<file path="src/rtl/gate_seq_pkg.sv">
`default_nettype none
// +--------------------------------------------------------------------+
// | gate_seq_pkg : shared state encoding and NOR reference function     |
// | Rev 1.0                                                             |
// +--------------------------------------------------------------------+
package gate_seq_pkg;

  typedef enum logic [2:0] {
    ST_IDLE   = 3'd0,
    ST_APPLY  = 3'd1,
    ST_SETTLE = 3'd2,
    ST_SAMPLE = 3'd3,
    ST_DONE   = 3'd4
  } state_t;

  localparam int NUM_VECTORS = 4;

  function automatic logic nor_expect(input logic a, input logic b);
    return ~(a | b);
  endfunction

endpackage
`default_nettype wire

</file>
<file path="src/rtl/settle_timer.sv">
`default_nettype none
// +--------------------------------------------------------------------+
// | settle_timer : 4-bit loadable down-counter with zero flag           |
// | Rev 1.0                                                             |
// +--------------------------------------------------------------------+
module settle_timer (
  input  logic       clk,
  input  logic       rst,
  input  logic       load,
  input  logic [3:0] load_val,
  input  logic       dec,
  output logic       zero
);

  logic [3:0] count_q;
  logic [3:0] count_d;

  always_comb begin
    count_d = count_q;
    if (load) begin
      count_d = load_val;
    end else if (dec && (count_q != 4'd0)) begin
      count_d = count_q - 4'd1;
    end
  end

  always_ff @(posedge clk or posedge rst) begin
    if (rst) begin
      count_q <= 4'd0;
    end else begin
      count_q <= count_d;
    end
  end

  assign zero = (count_q == 4'd0);

endmodule
`default_nettype wire

</file>
<file path="src/rtl/gate_seq_ctrl.sv">
`default_nettype none
// +--------------------------------------------------------------------+
// | gate_seq_ctrl : walks a 2-input NOR through all four input vectors  |
// |                 and records mismatches against the expected output  |
// | Rev 1.0                                                             |
// +--------------------------------------------------------------------+
module gate_seq_ctrl
  import gate_seq_pkg::*;
#(
  parameter int SETTLE_CYCLES = 2,
  parameter int ERR_W         = 3
) (
  input  logic             clk,
  input  logic             rst,
  input  logic             start,
  input  logic             gate_y,
  output logic             gate_a,
  output logic             gate_b,
  output logic             busy,
  output logic             done,
  output logic             pass,
  output logic [ERR_W-1:0] err_cnt,
  output logic [1:0]       fail_vec
);

  // Timer is loaded with N-1 so the zero flag marks the last SETTLE cycle.
  localparam logic [3:0]       SETTLE_LOAD = (SETTLE_CYCLES > 0) ? 4'(SETTLE_CYCLES - 1) : 4'd0;
  localparam logic [ERR_W-1:0] ERR_MAX     = {ERR_W{1'b1}};
  localparam logic [1:0]       LAST_IDX    = 2'(NUM_VECTORS - 1);

  state_t           state_q,    state_d;
  logic [1:0]       idx_q,      idx_d;
  logic [ERR_W-1:0] err_cnt_q,  err_cnt_d;
  logic [1:0]       fail_vec_q, fail_vec_d;
  logic             pass_q,     pass_d;

  logic timer_load;
  logic timer_dec;
  logic timer_zero;

  settle_timer u_settle_timer (
    .clk      (clk),
    .rst      (rst),
    .load     (timer_load),
    .load_val (SETTLE_LOAD),
    .dec      (timer_dec),
    .zero     (timer_zero)
  );

  assign busy     = (state_q == ST_APPLY) || (state_q == ST_SETTLE) || (state_q == ST_SAMPLE);
  assign gate_a   = busy & idx_q[1];
  assign gate_b   = busy & idx_q[0];
  assign done     = (state_q == ST_DONE);
  assign pass     = pass_q;
  assign err_cnt  = err_cnt_q;
  assign fail_vec = fail_vec_q;

  always_comb begin
    state_d    = state_q;
    idx_d      = idx_q;
    err_cnt_d  = err_cnt_q;
    fail_vec_d = fail_vec_q;
    pass_d     = pass_q;
    timer_load = 1'b0;
    timer_dec  = 1'b0;

    case (state_q)
      ST_IDLE: begin
        if (start) begin
          state_d    = ST_APPLY;
          idx_d      = 2'd0;
          err_cnt_d  = '0;
          fail_vec_d = 2'd0;
          pass_d     = 1'b0;
        end
      end

      ST_APPLY: begin
        timer_load = 1'b1;
        state_d    = (SETTLE_CYCLES == 0) ? ST_SAMPLE : ST_SETTLE;
      end

      ST_SETTLE: begin
        timer_dec = 1'b1;
        if (timer_zero) begin
          state_d = ST_SAMPLE;
        end
      end

      ST_SAMPLE: begin
        if (gate_y != nor_expect(gate_a, gate_b)) begin
          if (err_cnt_q != ERR_MAX) begin
            err_cnt_d = err_cnt_q + 1'b1;
          end
          fail_vec_d = idx_q;
        end
        if (idx_q == LAST_IDX) begin
          state_d = ST_DONE;
          // Verdict includes the mismatch (if any) of this final sample.
          pass_d  = (err_cnt_d == '0);
        end else begin
          idx_d   = idx_q + 2'd1;
          state_d = ST_APPLY;
        end
      end

      ST_DONE: begin
        idx_d   = 2'd0;
        state_d = ST_IDLE;
      end

      default: begin
        state_d = ST_IDLE;
      end
    endcase
  end

  always_ff @(posedge clk or posedge rst) begin
    if (rst) begin
      state_q    <= ST_IDLE;
      idx_q      <= 2'd0;
      err_cnt_q  <= '0;
      fail_vec_q <= 2'd0;
      pass_q     <= 1'b0;
    end else begin
      state_q    <= state_d;
      idx_q      <= idx_d;
      err_cnt_q  <= err_cnt_d;
      fail_vec_q <= fail_vec_d;
      pass_q     <= pass_d;
    end
  end

endmodule
`default_nettype wire

</file>
<file path="config.mk">
export PLATFORM = sky130hd
export DESIGN_NAME = gate_seq_ctrl
export DESIGN_NICKNAME = d
export VERILOG_FILES = /design/src/rtl/gate_seq_pkg.sv /design/src/rtl/settle_timer.sv /design/src/rtl/gate_seq_ctrl.sv
export SDC_FILE = /design/constraint.sdc
export NUM_CORES = 1
export LEC_CHECK = 0
export ABC_AREA = 1
export BUFFER_PORTS_ARGS = -buffer_cell sky130_fd_sc_hd__buf_2
export CORE_AREA = 10 10 52 54
export CTS_BUF_LIST = sky130_fd_sc_hd__clkbuf_8
export CTS_CLUSTER_DIAMETER = 40
export DETAILED_ROUTE_END_ITERATION = 12
export DIE_AREA = 0 0 62 64
export PLACE_DENSITY = 0.8
export SYNTH_ARGS = -nofsm -noshare
export SYNTH_HDL_FRONTEND = slang
export SYNTH_SLANG_ARGS = --single-unit
export TNS_END_PERCENT = 10
</file>
<file path="constraint.sdc">
create_clock -name clk -period 1.5 [get_ports clk]
set_input_delay 0.3 -clock clk [delete_from_list [all_inputs] [get_ports clk]]
set_output_delay 0.3 -clock clk [all_outputs]
set_load 0.02 [all_outputs]
</file>
==> impl_metrics.env, run 1 <==
export IMPL_groute_usage_overall=0.110
export IMPL_synth_avg_cell_area_sq_um=8.12
export IMPL_fin_skew_ns=0.00274
export IMPL_ys_ff_latch=15
export IMPL_slew_headroom=0.628
export IMPL_ios=14
export IMPL_cp_max_fo=4
export IMPL_nets=144
export IMPL_routed_wl_mm=2.02
export IMPL_num_vias=816
export IMPL_ys_warnings_count=0
export IMPL_worst_pin_slew_ns=0.558
export IMPL_drtIter0Drc=20
export IMPL_drc=0
export IMPL_grt_busiest_layer="met2"
export IMPL_switchingPower_mw=1.07
export IMPL_hpwl_mm=1.59
export IMPL_cp_slowest_cell="dfrtp_2"
export IMPL_fmax_mhz=675
export IMPL_grt_pass1_wl_mm=3.32
export IMPL_setup_viol=0
export IMPL_seqPwrFrac=0.283
export IMPL_mostFrequentLayoutCell="nand2_1"
export IMPL_gr_usage_met3=0.0237
export IMPL_syn_to_final_growth_pct=26.1
export IMPL_final_fill_count=147
export IMPL_rsz0062_at_grt="yes"
export IMPL_grt_max_degree=16
export IMPL_powerDensity_nw_per_um2=2030
export IMPL_clock_latency_ns=0.25
export IMPL_cp_end_kind="primary output"
export IMPL_drv_slew=0
export IMPL_fp_dieH_um=64
export IMPL_switching_share=0.465
export IMPL_clkTransAtPathRegs_ns=0.06
export IMPL_pwr_share_comb=0.574
export IMPL_grt_pass1_vias=793
export IMPL_p_leak_nw=0.581
export IMPL_clk_path_buf_depth=2
export IMPL_critPathLaunchType="flip-flop"
export IMPL_start_util=0.527
export IMPL_cp_required_ns=1.20
export IMPL_synth_nets=119
export IMPL_cts_buffers=3
export IMPL_cts_tree="done"
export IMPL_rr_worst_depth=7
export IMPL_drive_gt1_frac=0.370
export IMPL_cts_root_buf="clkbuf_8"
export IMPL_crit_type="flip-flop to primary output"
export IMPL_maxCapViolations=0
export IMPL_numPortBuffers=13
export IMPL_synth_distinct_cells=24
export IMPL_p_int_mw=1.23
export IMPL_cts_sinks=15
export IMPL_drt_wirelength_per_cell_um=12.6
export IMPL_post_route_period_util=0.988
export IMPL_globalplace_congestion=0.828
export IMPL_crit_path_cell_trace="nor2_4 -> buf_6 -> nor3_2 -> buf_4"
export IMPL_hold_viol_final=0
export IMPL_ys_seq_area_frac=0.417
export IMPL_coreArea_sq_um=1710
export IMPL_status="completed"
export IMPL_antenna_found_initial=0
export IMPL_firstDrtPassIters=4
export IMPL_fin_util=0.665
export IMPL_postSynthCellCount=111
export IMPL_p_clk_frac=0.143
export IMPL_detail_route_antenna_nets=0
export IMPL_vias_per_cell=5.10
export IMPL_syn_area_sq_um=901
export IMPL_ir_worst_vdd_uv=1080
export IMPL_slowest_delay_ns=0.42
export IMPL_overflow=0
export IMPL_antennaDiodeCount=0
export IMPL_die_x_um=62
export IMPL_arrival_ns=1.18
export IMPL_grtUsageMet2=0.196
export IMPL_die_area_sq_um=3970
export IMPL_min_period_ns=1.48
export IMPL_final_cell_mix="nand2_1, inv_1, dfrtp_1"
export IMPL_grt_use_met1=0.107
export IMPL_whs_ns=0.0863
export IMPL_hold_buffers=0
export IMPL_hold_class="input port to asynchronous set/reset pin"
export IMPL_rows=15
export IMPL_ctsHtreeMaxLevel=1
==> stage by stage <==
stage	worst slack [ns]	std cells	TNS, ns	area (sq um)	power [mW]
2_1_floorplan	0.108	111	0	901	1.49
3_3_place_gp	0.0895	152	0	1020	1.77
3_5_place_dp	0.0300	152	0	1020	1.82
4_1_cts	0.0000587	157	0	1080	2.18
5_1_grt	-0.0508	160	-0.119	1140	2.49
6_report	0.0183	160	0	1140	2.30
==> synthesized netlist by cell type <==
master / instances / area, sq um
nand3_2: 1 / 10.0
inv_2: 7 / 26.3
inv_1: 16 / 60.1
nor3_1: 4 / 20.0
nand3_1: 11 / 55.1
dfrtp_1: 15 / 375
o21ai_0: 5 / 25.0
xor2_1: 1 / 8.76
nand2_4: 1 / 11.3
nor2_1: 5 / 18.8
a21oi_4: 1 / 16.3
o21ai_2: 1 / 8.76
nor2_4: 1 / 11.3
a31oi_4: 1 / 21.3
nor2_2: 1 / 6.26
o211ai_1: 2 / 15.0
a21oi_1: 2 / 10.0
nand2_1: 22 / 82.6
nor3_4: 1 / 16.3
nand2_2: 2 / 12.5
o22ai_1: 1 / 6.26
a311oi_1: 1 / 8.76
ha_1: 4 / 50.1
o21ai_1: 5 / 25.0
==> path summary, 6_finish.rpt <==
kind / start / slack, ns / endpoint
worst max-delay path: state_q[1]$_DFFE_PP0P_ / 0.02 / gate_b
worst min-delay path: rst / 0.09 / u_settle_timer.count_q[1]$_DFFE_PP0P_
worst max register to register: state_q[1]$_DFFE_PP0P_ / 0.12 / fail_vec[1]$_DFFE_PP0P_
worst min register to register: fail_vec[0]$_DFFE_PP0P_ / 0.47 / fail_vec[0]$_DFFE_PP0P_
max in group asynchronous: rst / 1.02 / idx_q[0]$_DFFE_PP0P_
min in group clk: start / 0.45 / idx_q[0]$_DFFE_PP0P_
==> repair_timing <==
item | in CTS | in global routing
endpoints found under the hold margin | 0 | 0
endpoints found under the setup margin | 3 | 8
cloned | 0 | 0
buffers inserted | 1 | 3
resized for setup | 2 | 13
pin swaps | 0 | 4
==> routing by layer <==
layer	wire length (um)	part of all wire
met4	61	0.030
met3	71	0.035
met5	0	0
met2	1070	0.53
met1	816	0.40
==> critical path, delay by kind of cell (launching register included) <==
| kind | cells | cell delay (ns) |
|---|---|---|
| and+or+nand+nor | 2 | 0.21 |
| DFF | 1 | 0.42 |
| buffers and inverters | 2 | 0.30 |
==> sequential cells by signal (all words and copies together), names as in the netlist <==
register / count
idx_q: 2
u_settle_timer.count_q: 4
err_cnt: 3
pass: 1
state_q: 3
fail_vec: 2
==> power groups by stage <==
stage          logic, mW  registers [mW]  clock network (mW)
2_1_floorplan      0.813           0.681                   0
3_5_place_dp        1.16           0.653                   0
3_3_place_gp        1.12           0.648                   0
6_report            1.32           0.652               0.330
5_1_grt             1.47           0.673               0.343
4_1_cts             1.20           0.647               0.331
==> final cells by class <==
type | count | area [sq um] | area share
sequential | 15 | 379 | 0.334
multi-input combinational | 73 | 465 | 0.410
clock inverter | 1 | 3.75 | 0.00330
tap | 25 | 31.3 | 0.0275
clock buffer | 3 | 41.3 | 0.0363
timing repair buffer | 20 | 129 | 0.113
inverter | 23 | 86.3 | 0.0760
==> logic make-up (layout without fill, tap and decap cells) <==
logic type / Yosys count / count (layout) / synth area share
AND/OR/NAND/NOR: 49 / 49 / 0.271
buffers and inverters: 23 / 47 / 0.0958
AO/OA/AOI/OAI: 19 / 19 / 0.151
flip-flops: 15 / 15 / 0.417
adder cells (fa/ha/maj): 4 / 4 / 0.0556
XOR/XNOR: 1 / 1 / 0.00972
(Power assumes the default switching activity.)
==> run 2: changes to the inputs <==
- CORE_AREA: 10 10 52 54 -> 10 10 61 50
- DIE_AREA: 0 0 62 64 -> 0 0 71 60
- PLACE_DENSITY: 0.8 -> 0.75
==> impl_metrics.env, run 2 (same netlist as run 1, synthesis figures left out) <==
export IMPL_cts_sinks=15
export IMPL_p_int_mw=1.20
export IMPL_antenna_found_initial=0
export IMPL_drive_gt1_frac=0.343
export IMPL_largest_register="u_settle_timer.count_q"
export IMPL_r2r_start="state_q[1]$_DFFE_PP0P_"
export IMPL_slowest_delay_ns=0.42
export IMPL_final_cell_mix="nand2_1, inv_1, dfrtp_1"
export IMPL_finalSetupTns_ns=0
export IMPL_ir_worst_vdd_uv=959
export IMPL_cp_required_ns=1.20
export IMPL_fp_dieH_um=60
export IMPL_clock_latency_ns=0.25
export IMPL_hold_buffers=0
export IMPL_grt_max_degree=16
export IMPL_cp_end_kind="primary output"
export IMPL_powerDensity_nw_per_um2=2000
export IMPL_drtIter0Drc=56
export IMPL_die_x_um=71
export IMPL_maxCapViolations=0
export IMPL_cts_root_buf="clkbuf_8"
export IMPL_clk_path_buf_depth=2
export IMPL_largest_reg_flops=4
export IMPL_mostFrequentLayoutCell="nand2_1"
export IMPL_grt_pass1_vias=764
export IMPL_rows=14
export IMPL_drt_wirelength_per_cell_um=12.3
export IMPL_setup_viol=0
export IMPL_cts_buffers=3
export IMPL_cts_tree="done"
export IMPL_antennaDiodeCount=0
export IMPL_startpoint="state_q[1]$_DFFE_PP0P_"
export IMPL_hpwl_mm=1.49
export IMPL_grt_pass1_wl_mm=3.37
export IMPL_crit_path_cell_trace="nor2_4 -> buf_6 -> nor3_1 -> buf_2"
export IMPL_fmax_mhz=687
export IMPL_fin_skew_ns=0.00956
export IMPL_p_leak_nw=0.574
export IMPL_fin_util=0.579
export IMPL_arrival_ns=1.16
export IMPL_num_vias=787
export IMPL_total_power_mw=2.23
export IMPL_vias_per_cell=4.98
export IMPL_switchingPower_mw=1.04
export IMPL_hold_viol_final=0
export IMPL_start_util=0.468
export IMPL_reg2reg_slack_ns=0.08
export IMPL_die_area_sq_um=4260
export IMPL_critPathLaunchType="flip-flop"
export IMPL_routed_wl_mm=1.94
export IMPL_drv_slew=0
export IMPL_groute_usage_overall=0.0960
export IMPL_dp_cells=151
export IMPL_switching_share=0.463
export IMPL_ctsHtreeMaxLevel=1
export IMPL_cp_max_fo=5
export IMPL_globalplace_congestion=0.821
export IMPL_clkTransAtPathRegs_ns=0.06
export IMPL_seqPwrFrac=0.294
export IMPL_pwr_share_comb=0.564
export IMPL_overflow=0
export IMPL_coreArea_sq_um=1930
export IMPL_firstDrtPassIters=4
export IMPL_cp_slowest_cell="dfrtp_2"
export IMPL_final_cells=158
export IMPL_drc=0
export IMPL_min_period_ns=1.46
export IMPL_crit_type="flip-flop to primary output"
export IMPL_slew_headroom=0.625
export IMPL_p_clk_frac=0.142
export IMPL_nets=143
export IMPL_syn_to_final_growth_pct=23.8
export IMPL_post_route_period_util=0.971
export IMPL_numPortBuffers=13
export IMPL_rsz0062_at_grt="yes"
export IMPL_ios=14
export IMPL_status="completed"
export IMPL_detail_route_antenna_nets=0
export IMPL_hold_class="input port to asynchronous set/reset pin"
export IMPL_worst_pin_slew_ns=0.562
## run 2: path summary, 6_finish.rpt
check	end	depth (start not counted)
max	gate_a	4
min	u_settle_timer.count_q[3]$_DFFE_PP0P_	2
max reg2reg	pass$_DFFE_PP0P_	10
min reg2reg	fail_vec[1]$_DFFE_PP0P_	2
max in group asynchronous	state_q[2]$_DFFE_PP0P_	2
min in group clk	fail_vec[1]$_DFFE_PP0P_	2
## run 2: repair_timing
| item | CTS | global route |
|---|---|---|
| pin swaps | 1 | 4 |
| setup buffers | 1 | 2 |
| endpoints found under the setup margin | 1 | 12 |
| gates resized for setup | 3 | 8 |
## run 2: area by class of cell
cell class	count	area (sq um)
Clock buffer	3	41.3
Inverter	23	86.3
Multi-Input combinational cell	73	455
Sequential cell	15	379
Timing Repair Buffer	19	119
Fill cell	179	812
Tap cell	24	30.0
Clock inverter	1	3.75
## run 2: critical path, delay by kind of cell (launching register included)
kind          cells  cell delay, ns
buf+inv           2            0.32
flops             1            0.42
simple gates      2            0.16
## run 2: per-stage QoR
stage | hold slack, ns | setup slack (ns) | area, sq um
floorplan | 0.201 | 0.108 | 901
global placement | 0.399 | 0.0952 | 1020
detailed placement | 0.392 | 0.0392 | 1020
CTS | 0.125 | 0.00565 | 1080
global route | 0.162 | -0.0454 | 1110
finish | 0.0936 | 0.0438 | 1110
## run 2: power groups by stage
stage	clock network [mW]	logic, mW	registers, mW
after global routing	0.349	1.42	0.679
after floorplan	0	0.813	0.681
after global placement	0	1.11	0.641
final	0.318	1.26	0.656
after detailed placement	0	1.14	0.643
after CTS	0.326	1.18	0.649
## run 2: layer usage
metal,GRT usage,up-vias,share of wire,routed length (um)
li1,-,412,-,-
met1,0.112,359,0.49,946
met2,0.157,14,0.47,910
met3,0.0348,2,0.036,69
met4,0.0386,0,0.0072,14
met5,0,-,0,0
